[src/rtl/cam_i2c_sequencer_if.sv]
// Wishbone master port toward the i2c_master_wb_top register file.
interface cam_i2c_sequencer_if;
  logic [2:0] m_adr_o;
  logic [7:0] m_dat_o;
  logic [7:0] m_dat_i;
  logic       m_we_o;
  logic       m_cyc_o;
  logic       m_stb_o;
  logic       m_ack_i;

  modport master (output m_adr_o, m_dat_o, m_we_o, m_cyc_o, m_stb_o,
                  input  m_dat_i, m_ack_i);
  modport slave  (input  m_adr_o, m_dat_o, m_we_o, m_cyc_o, m_stb_o,
                  output m_dat_i, m_ack_i);
endinterface

[src/rtl/cam_i2c_sequencer.sv]
// Camera configuration sequencer: walks a {reg,val} table and writes each
// entry to the sensor through the I2C core's Wishbone register file.
module cam_i2c_sequencer #(
  parameter int         clk_freq = 100000000,
  parameter int         i2c_freq = 100000,
  parameter logic [6:0] dev_addr = 7'h21,
  parameter int         retries  = 3
) (
  input  logic        clk,
  input  logic        rst,
  input  logic        start,
  output logic        busy,
  output logic        done,
  output logic        err,
  output logic [7:0]  err_idx,
  output logic [7:0]  tbl_adr,
  input  logic [15:0] tbl_dat,
  cam_i2c_sequencer_if.master m
);
  localparam int         PRESCALE  = clk_freq / (5 * i2c_freq) - 1;
  localparam logic [15:0] PRE      = PRESCALE[15:0];
  localparam logic [2:0]  RETRY_MAX = retries[2:0];

  localparam logic [2:0] A_PRERLO = 3'd0, A_PRERHI = 3'd1, A_CTR = 3'd2,
                         A_TXR    = 3'd3, A_CR     = 3'd4;

  typedef enum logic [3:0] {
    IDLE, INIT, FETCH, LOAD_TXR, WRITE_CR, POLL_SR, NEXT, NACK_STOP, NACK_POLL, FIN
  } state_t;

  state_t      state;
  logic [1:0]  step;       // INIT register counter
  logic [1:0]  byte_cnt;   // 0 addr, 1 reg, 2 val
  logic [2:0]  retry_cnt;
  logic        fetch_wait;
  logic [15:0] entry;

  logic        cyc, stb, we;
  logic [2:0]  adr;
  logic [7:0]  wdat;

  logic [2:0]  acc_adr;
  logic [7:0]  acc_dat;
  logic        acc_we;

  assign m.m_cyc_o = cyc;
  assign m.m_stb_o = stb;
  assign m.m_we_o  = we;
  assign m.m_adr_o = adr;
  assign m.m_dat_o = wdat;

  // Access each bus state wants to issue; latched when the access launches
  always_comb begin
    acc_adr = A_PRERLO;
    acc_dat = 8'h00;
    acc_we  = 1'b1;
    case (state)
      INIT: begin
        case (step)
          2'd0:    begin acc_adr = A_PRERLO; acc_dat = PRE[7:0];  end
          2'd1:    begin acc_adr = A_PRERHI; acc_dat = PRE[15:8]; end
          default: begin acc_adr = A_CTR;    acc_dat = 8'h80;     end
        endcase
      end
      LOAD_TXR: begin
        acc_adr = A_TXR;
        case (byte_cnt)
          2'd0:    acc_dat = {dev_addr, 1'b0};
          2'd1:    acc_dat = entry[15:8];
          default: acc_dat = entry[7:0];
        endcase
      end
      WRITE_CR: begin
        acc_adr = A_CR;
        case (byte_cnt)
          2'd0:    acc_dat = 8'h90;
          2'd1:    acc_dat = 8'h10;
          default: acc_dat = 8'h50;
        endcase
      end
      POLL_SR, NACK_POLL: begin acc_adr = A_CR; acc_we = 1'b0; end
      NACK_STOP:          begin acc_adr = A_CR; acc_dat = 8'h40; end
      default: ;
    endcase
  end

  // Sequencer FSM; a held access completes on ack, and since the next
  // access only launches from cyc=0 there is always one idle cycle between
  always_ff @(posedge clk or negedge rst) begin
    if (!rst) begin
      state <= IDLE; step <= '0; byte_cnt <= '0; retry_cnt <= '0;
      fetch_wait <= 1'b0; entry <= '0;
      busy <= 1'b0; done <= 1'b0; err <= 1'b0; err_idx <= '0; tbl_adr <= '0;
      cyc <= 1'b0; stb <= 1'b0; we <= 1'b0; adr <= '0; wdat <= '0;
    end else if (cyc) begin
      if (m.m_ack_i) begin
        cyc <= 1'b0; stb <= 1'b0; we <= 1'b0;
        case (state)
          INIT: begin
            if (step == 2'd2) begin state <= FETCH; fetch_wait <= 1'b0; end
            else step <= step + 2'd1;
          end
          LOAD_TXR: state <= WRITE_CR;
          WRITE_CR: state <= POLL_SR;
          POLL_SR: begin
            if (m.m_dat_i[1])      state <= POLL_SR;
            else if (m.m_dat_i[7]) state <= NACK_STOP;
            else if (byte_cnt == 2'd2) state <= NEXT;
            else begin byte_cnt <= byte_cnt + 2'd1; state <= LOAD_TXR; end
          end
          NACK_STOP: state <= NACK_POLL;
          NACK_POLL: begin
            if (m.m_dat_i[1]) state <= NACK_POLL;
            else if (retry_cnt < RETRY_MAX) begin
              retry_cnt <= retry_cnt + 3'd1;
              byte_cnt  <= 2'd0;
              state     <= LOAD_TXR;
            end else begin
              err <= 1'b1; err_idx <= tbl_adr; state <= FIN;
            end
          end
          default: ;
        endcase
      end
    end else begin
      case (state)
        IDLE: begin
          if (start) begin
            done <= 1'b0; err <= 1'b0; err_idx <= '0;
            busy <= 1'b1; tbl_adr <= '0; step <= '0; retry_cnt <= '0;
            state <= INIT;
          end
        end
        FETCH: begin
          // tbl_dat trails tbl_adr by a cycle, so sample on the second cycle
          if (!fetch_wait) fetch_wait <= 1'b1;
          else begin
            fetch_wait <= 1'b0;
            entry      <= tbl_dat;
            byte_cnt   <= 2'd0;
            state      <= (tbl_dat == 16'hFFFF) ? FIN : LOAD_TXR;
          end
        end
        NEXT: begin
          retry_cnt <= '0;
          if (tbl_adr == 8'hFF) state <= FIN;
          else begin tbl_adr <= tbl_adr + 8'd1; state <= FETCH; end
        end
        FIN: begin
          busy <= 1'b0; done <= 1'b1; state <= IDLE;
        end
        default: begin
          cyc <= 1'b1; stb <= 1'b1; adr <= acc_adr; wdat <= acc_dat; we <= acc_we;
        end
      endcase
    end
  end
endmodule

[src/flat_wrapper.sv]
// flat-port wrapper written by rule: the top's interface ports become plain ports
module cam_i2c_sequencer_flat 
#(
  parameter int         clk_freq = 100000000,
  parameter int         i2c_freq = 100000,
  parameter logic [6:0] dev_addr = 7'h21,
  parameter int         retries  = 3
)
  (clk, rst, start, busy, done, err, err_idx, tbl_adr, tbl_dat, m_m_adr_o, m_m_dat_o, m_m_we_o, m_m_cyc_o, m_m_stb_o, m_m_dat_i, m_m_ack_i);
  cam_i2c_sequencer_if m_i ();
  input  logic clk;
  input  logic rst;
  input  logic start;
  output logic busy;
  output logic done;
  output logic err;
  output logic [7:0] err_idx;
  output logic [7:0] tbl_adr;
  input  logic [15:0] tbl_dat;
  output wire logic [$bits(m_i.m_adr_o)-1:0] m_m_adr_o;
  output wire logic [$bits(m_i.m_dat_o)-1:0] m_m_dat_o;
  output wire logic [$bits(m_i.m_we_o)-1:0] m_m_we_o;
  output wire logic [$bits(m_i.m_cyc_o)-1:0] m_m_cyc_o;
  output wire logic [$bits(m_i.m_stb_o)-1:0] m_m_stb_o;
  input wire logic [$bits(m_i.m_dat_i)-1:0] m_m_dat_i;
  input wire logic [$bits(m_i.m_ack_i)-1:0] m_m_ack_i;
  assign m_m_adr_o = m_i.m_adr_o;
  assign m_m_dat_o = m_i.m_dat_o;
  assign m_m_we_o = m_i.m_we_o;
  assign m_m_cyc_o = m_i.m_cyc_o;
  assign m_m_stb_o = m_i.m_stb_o;
  assign m_i.m_dat_i = m_m_dat_i;
  assign m_i.m_ack_i = m_m_ack_i;
  cam_i2c_sequencer #(.clk_freq(clk_freq), .i2c_freq(i2c_freq), .dev_addr(dev_addr), .retries(retries)) u_core (.clk(clk), .rst(rst), .start(start), .busy(busy), .done(done), .err(err), .err_idx(err_idx), .tbl_adr(tbl_adr), .tbl_dat(tbl_dat), .m(m_i));
endmodule
[config.mk]
export PLATFORM = sky130hd
export DESIGN_NAME = cam_i2c_sequencer_flat
export DESIGN_NICKNAME = d
export VERILOG_FILES = /design/src/rtl/cam_i2c_sequencer_if.sv /design/src/rtl/cam_i2c_sequencer.sv /design/src/flat_wrapper.sv
export SDC_FILE = /design/constraint.sdc
export NUM_CORES = 1
export LEC_CHECK = 0
export BUFFER_PORTS_ARGS = -buffer_cell sky130_fd_sc_hd__buf_2
export CAP_MARGIN = 20
export CORE_MARGIN = 5
export CORE_UTILIZATION = 50
export CTS_BUF_LIST = sky130_fd_sc_hd__clkbuf_16
export CTS_CLUSTER_DIAMETER = 120
export DETAILED_ROUTE_END_ITERATION = 10
export PLACE_DENSITY = 0.76
export SLEW_MARGIN = 5
export SYNTH_ARGS = -nofsm -noshare
export SYNTH_HDL_FRONTEND = slang
export SYNTH_SLANG_ARGS = --single-unit
[constraint.sdc]
create_clock -name clk -period 1.8 [get_ports clk]
set_input_delay 0 -clock clk [delete_from_list [all_inputs] [get_ports clk]]
set_output_delay 0 -clock clk [all_outputs]
set_load 0.03 [all_outputs]
==> flow_metrics.py <==
metrics = {
    "global_route": {
        "grt_max_degree": 62,
        "grt_first_pass_wirelength_mm": 16.19,
        "grt_pass1_vias": 3348,
        "grt_use_total_pct": 24.29,
        "grt_overflow": 0,
        "antenna_found_initial": 1,
    },
    "power_and_ir_drop": {
        "irDropWorstVdd_mv": 1.195,
        "p_per_area_mw_per_mm2": 1715,
        "p_leak_nw": 2.241,
    },
    "sta": {
        "rsz0062_at_grt": "yes",
        "skew_ps": 6.101,
        "slew_headroom_pct": 68.17,
        "min_period_over_period_pct": 105.3,
        "setup_viol": 24,
        "max_clock_freq_mhz": 527.6,
        "fin_crit_ps": 1895,
        "slew_viol_final": 0,
        "tightest_slew_ps": 474.5,
        "setup_ws_ps": -95.50,
        "tns_ps": -656.2,
        "final-hold-violation-count": 0,
    },
    "placement": {
        "port_buffers": 54,
        "gp_congestion": 0.8938,
        "post-place-ws_ps": -249.5,
        "hpwl_mm": 6.704,
    },
    "clock_network": {
        "cts_inserted_buffers": 9,
        "clk_latency_ps": 320,
        "cts_tree": "yes",
        "cts_root_buffer": "clkbuf_16",
        "cts_buffer_depth": 2,
        "clk_pin_slew_ps": 50,
        "cts-htree-levels": 3,
        "clock-sinks": 61,
    },
    "synthesis": {
        "synth-edff-count": 0,
        "synth-main-ff-cell": "dfrtp_1",
        "postSynth.asyncResetShare_pct": 100.0,
        "avgSynthCellArea_sq_um": 9.869,
        "ys_seq_elements": 61,
        "synth_top_area_cell": "dfrtp_1",
        "syn_inst": 339,
        "synth.distinct_cells": 59,
        "synth_top_area_share_pct": 45.62,
        "synth.net_count": 378,
        "yosys_warnings": 0,
        "syn_area_sq_mm": 0.003346,
        "ys_seq_area_share_pct": 45.62,
        "synth_area_leaders": "dfrtp_1 (46%), mux2_2 (6.4%), o21ai_0 (5.8%), nand2_1 (5.3%), ha_1 (4.1%)",
    },
    "route": {
        "antenna_left": 0,
        "drt_iter0_drc": 233,
        "routedWlPerCell_um": 19.18,
        "drt_wl_total_mm": 10.61,
        "via_count": 3325,
        "vias_per_cell": 6.013,
        "drc": 0,
        "first_pass_iters": 5,
    },
    "critical_path": {
        "worstPathArrival_ps": 2150,
        "critPathKind": "flip-flop to flip-flop",
        "start_kind": "flip-flop",
        "crit_fanout": 7,
        "cp-end-kind": "flip-flop",
        "required_ps": 2050,
    },
    "floorplan": {
        "chipWidth_um": 91.80,
        "boundaryPins": 61,
        "initial_core_util_pct": 52.09,
        "rows": 29,
        "die_area_sq_mm": 0.008427,
        "fp.dieH_um": 91.80,
        "core_area_sq_mm": 0.006422,
    },
    "cells_and_area": {
        "area_delta_synth_final_pct": 45.55,
        "finalNetCount": 510,
        "drive_gt1_share_pct": 42.32,
    },
    "run_status": {
        "violations": "negative setup slack",
        "status": "finished with violations",
    },
    "flow_run": {
        "cap_violations": 0,
    },
    "hold_path": {
        "hold_class": "input pin to flip-flop",
    },
}
[metal layers]
metal  vias up  GRT usage [%]  routed length [um]
met5         -              0                   0
met4         0          14.73                 446
met3        39          5.892                 646
met2       145          37.19                5118
met1      1627          31.12                4397
li1       1514              -                   -
[final timing paths]
check | from | endpoint | slack (ps) | cells past startpoint
max | u_core.state[3]$_DFFE_PN0P_ | u_core.tbl_adr[3]$_DFFE_PN0P_ | -100 | 4
min | m_m_dat_i[7] | u_core.state[2]$_DFFE_PN0P_ | 200 | 5
max reg2reg | u_core.state[3]$_DFFE_PN0P_ | u_core.tbl_adr[3]$_DFFE_PN0P_ | -100 | 4
min reg2reg | u_core.m.m_stb_o$_DFFE_PN0P_ | u_core.m.m_stb_o$_DFFE_PN0P_ | 480 | 2
max in group asynchronous | rst | u_core.tbl_adr[1]$_DFFE_PN0P_ | 1280 | 3
min in group asynchronous | rst | u_core.retry_cnt[1]$_DFFE_PN0P_ | 220 | 3
[critical path: stages (launching register included)]
cell and delay [ps]:
dfrtp_2 460, buf_6 140, or4bb_4 600, or4_4 540, nand3_2 90
[cell usage in the layout (no fill, tap or decap), types with 4 or more instances in the layout]
cell type	instances
nor2b_1	5
a22oi_1	9
nand4_1	6
mux2_2	19
a22o_1	7
nand3_1	7
nand2_1	45
o21ai_2	5
dlygate4sd3_1	18
inv_1	8
ha_1	10
nor2_1	17
buf_2	54
o21ai_0	19
buf_12	5
clkbuf_16	11
dfrtp_2	9
buf_4	52
o21ai_1	14
a21oi_1	10
nor3_1	5
buf_6	6
nand2b_1	4
dfrtp_1	52
[per-stage QoR]
| stage | hold slack [ps] | utilization, % | cell area, sq um | total power [mW] | cells |
|---|---|---|---|---|---|
| after floorplan | -295.6 | - | 3364 | 4.630 | 339 |
| after global placement | 32.02 | 63.55 | 4081 | 5.942 | 506 |
| after detailed placement | 38.00 | 63.55 | 4081 | 6.072 | 506 |
| after CTS | 186.5 | 71.93 | 4619 | 7.924 | 540 |
| after global routing | 230.7 | 75.82 | 4870 | 8.825 | 553 |
| final | 196.7 | 75.82 | 4870 | 8.352 | 553 |
[what timing repair did]
item,4_1_cts,5_1_grt
setup endpoints to repair,47,52
hold buffers,18,0
resized for setup,18,48
pin swaps,5,6
endpoints found under the hold margin,78,0
gates cloned,0,2
buffers inserted,1,10
[Yosys cell counts (3+ instances only)]
cell type,number
nand3_1,9
nor2b_1,6
buf_6,3
inv_1,8
a22o_1,7
a211oi_1,3
dfrtp_1,61
mux2_2,19
nand2_1,47
nor3_1,7
buf_2,6
o21ai_0,39
clkbuf_1,6
nand2b_1,4
o31ai_1,4
o41ai_1,3
ha_1,11
nand4_1,6
a21oi_1,11
nor2_1,19
a22oi_1,9
[cells by family (layout without fill, tap and decap cells)]
group           after synthesis  after routing  share of synthesized area, %
xor+xnor                      2              2                        0.5237
simple gates                119            119                         19.56
flops                        61             61                         45.62
compound gates               99             99                         19.22
fa+ha+maj                    11             11                         4.114
buf+inv                      26            162                         3.927
mux                          21             21                         7.031
other cells                   0              1                             0
[area by class of cell]
class / instances / area (sq um)
diodes: 1 / 2.502
clock buffers: 9 / 225.2
clock inverters: 6 / 55.05
fillers: 386 / 1553
inverters: 9 / 33.78
multi-input cells: 252 / 1846
flip-flops and latches: 61 / 1538
well taps: 77 / 96.34
repair buffers: 138 / 1074
[state kept, by name, summed over array words and instances, names as in the netlist, 2 cells and up]
signal	flops
u_core.m.m_dat_o	8
u_core.state	4
u_core.tbl_adr	8
u_core.err_idx	8
u_core.entry	16
u_core.retry_cnt	3
u_core.m.m_adr_o	3
u_core.byte_cnt	2
u_core.step	2
[where the power goes]
| group | total [mW] | switching (mW) | leakage (nW) | internal, mW |
|---|---|---|---|---|
| combinational | 4.37 | 2.44 | 1.34 | 1.92 |
| clock | 1.65 | 0.600 | 0.136 | 1.05 |
| sequential | 2.34 | 0.448 | 0.768 | 1.89 |
(Power assumes the default switching activity.)
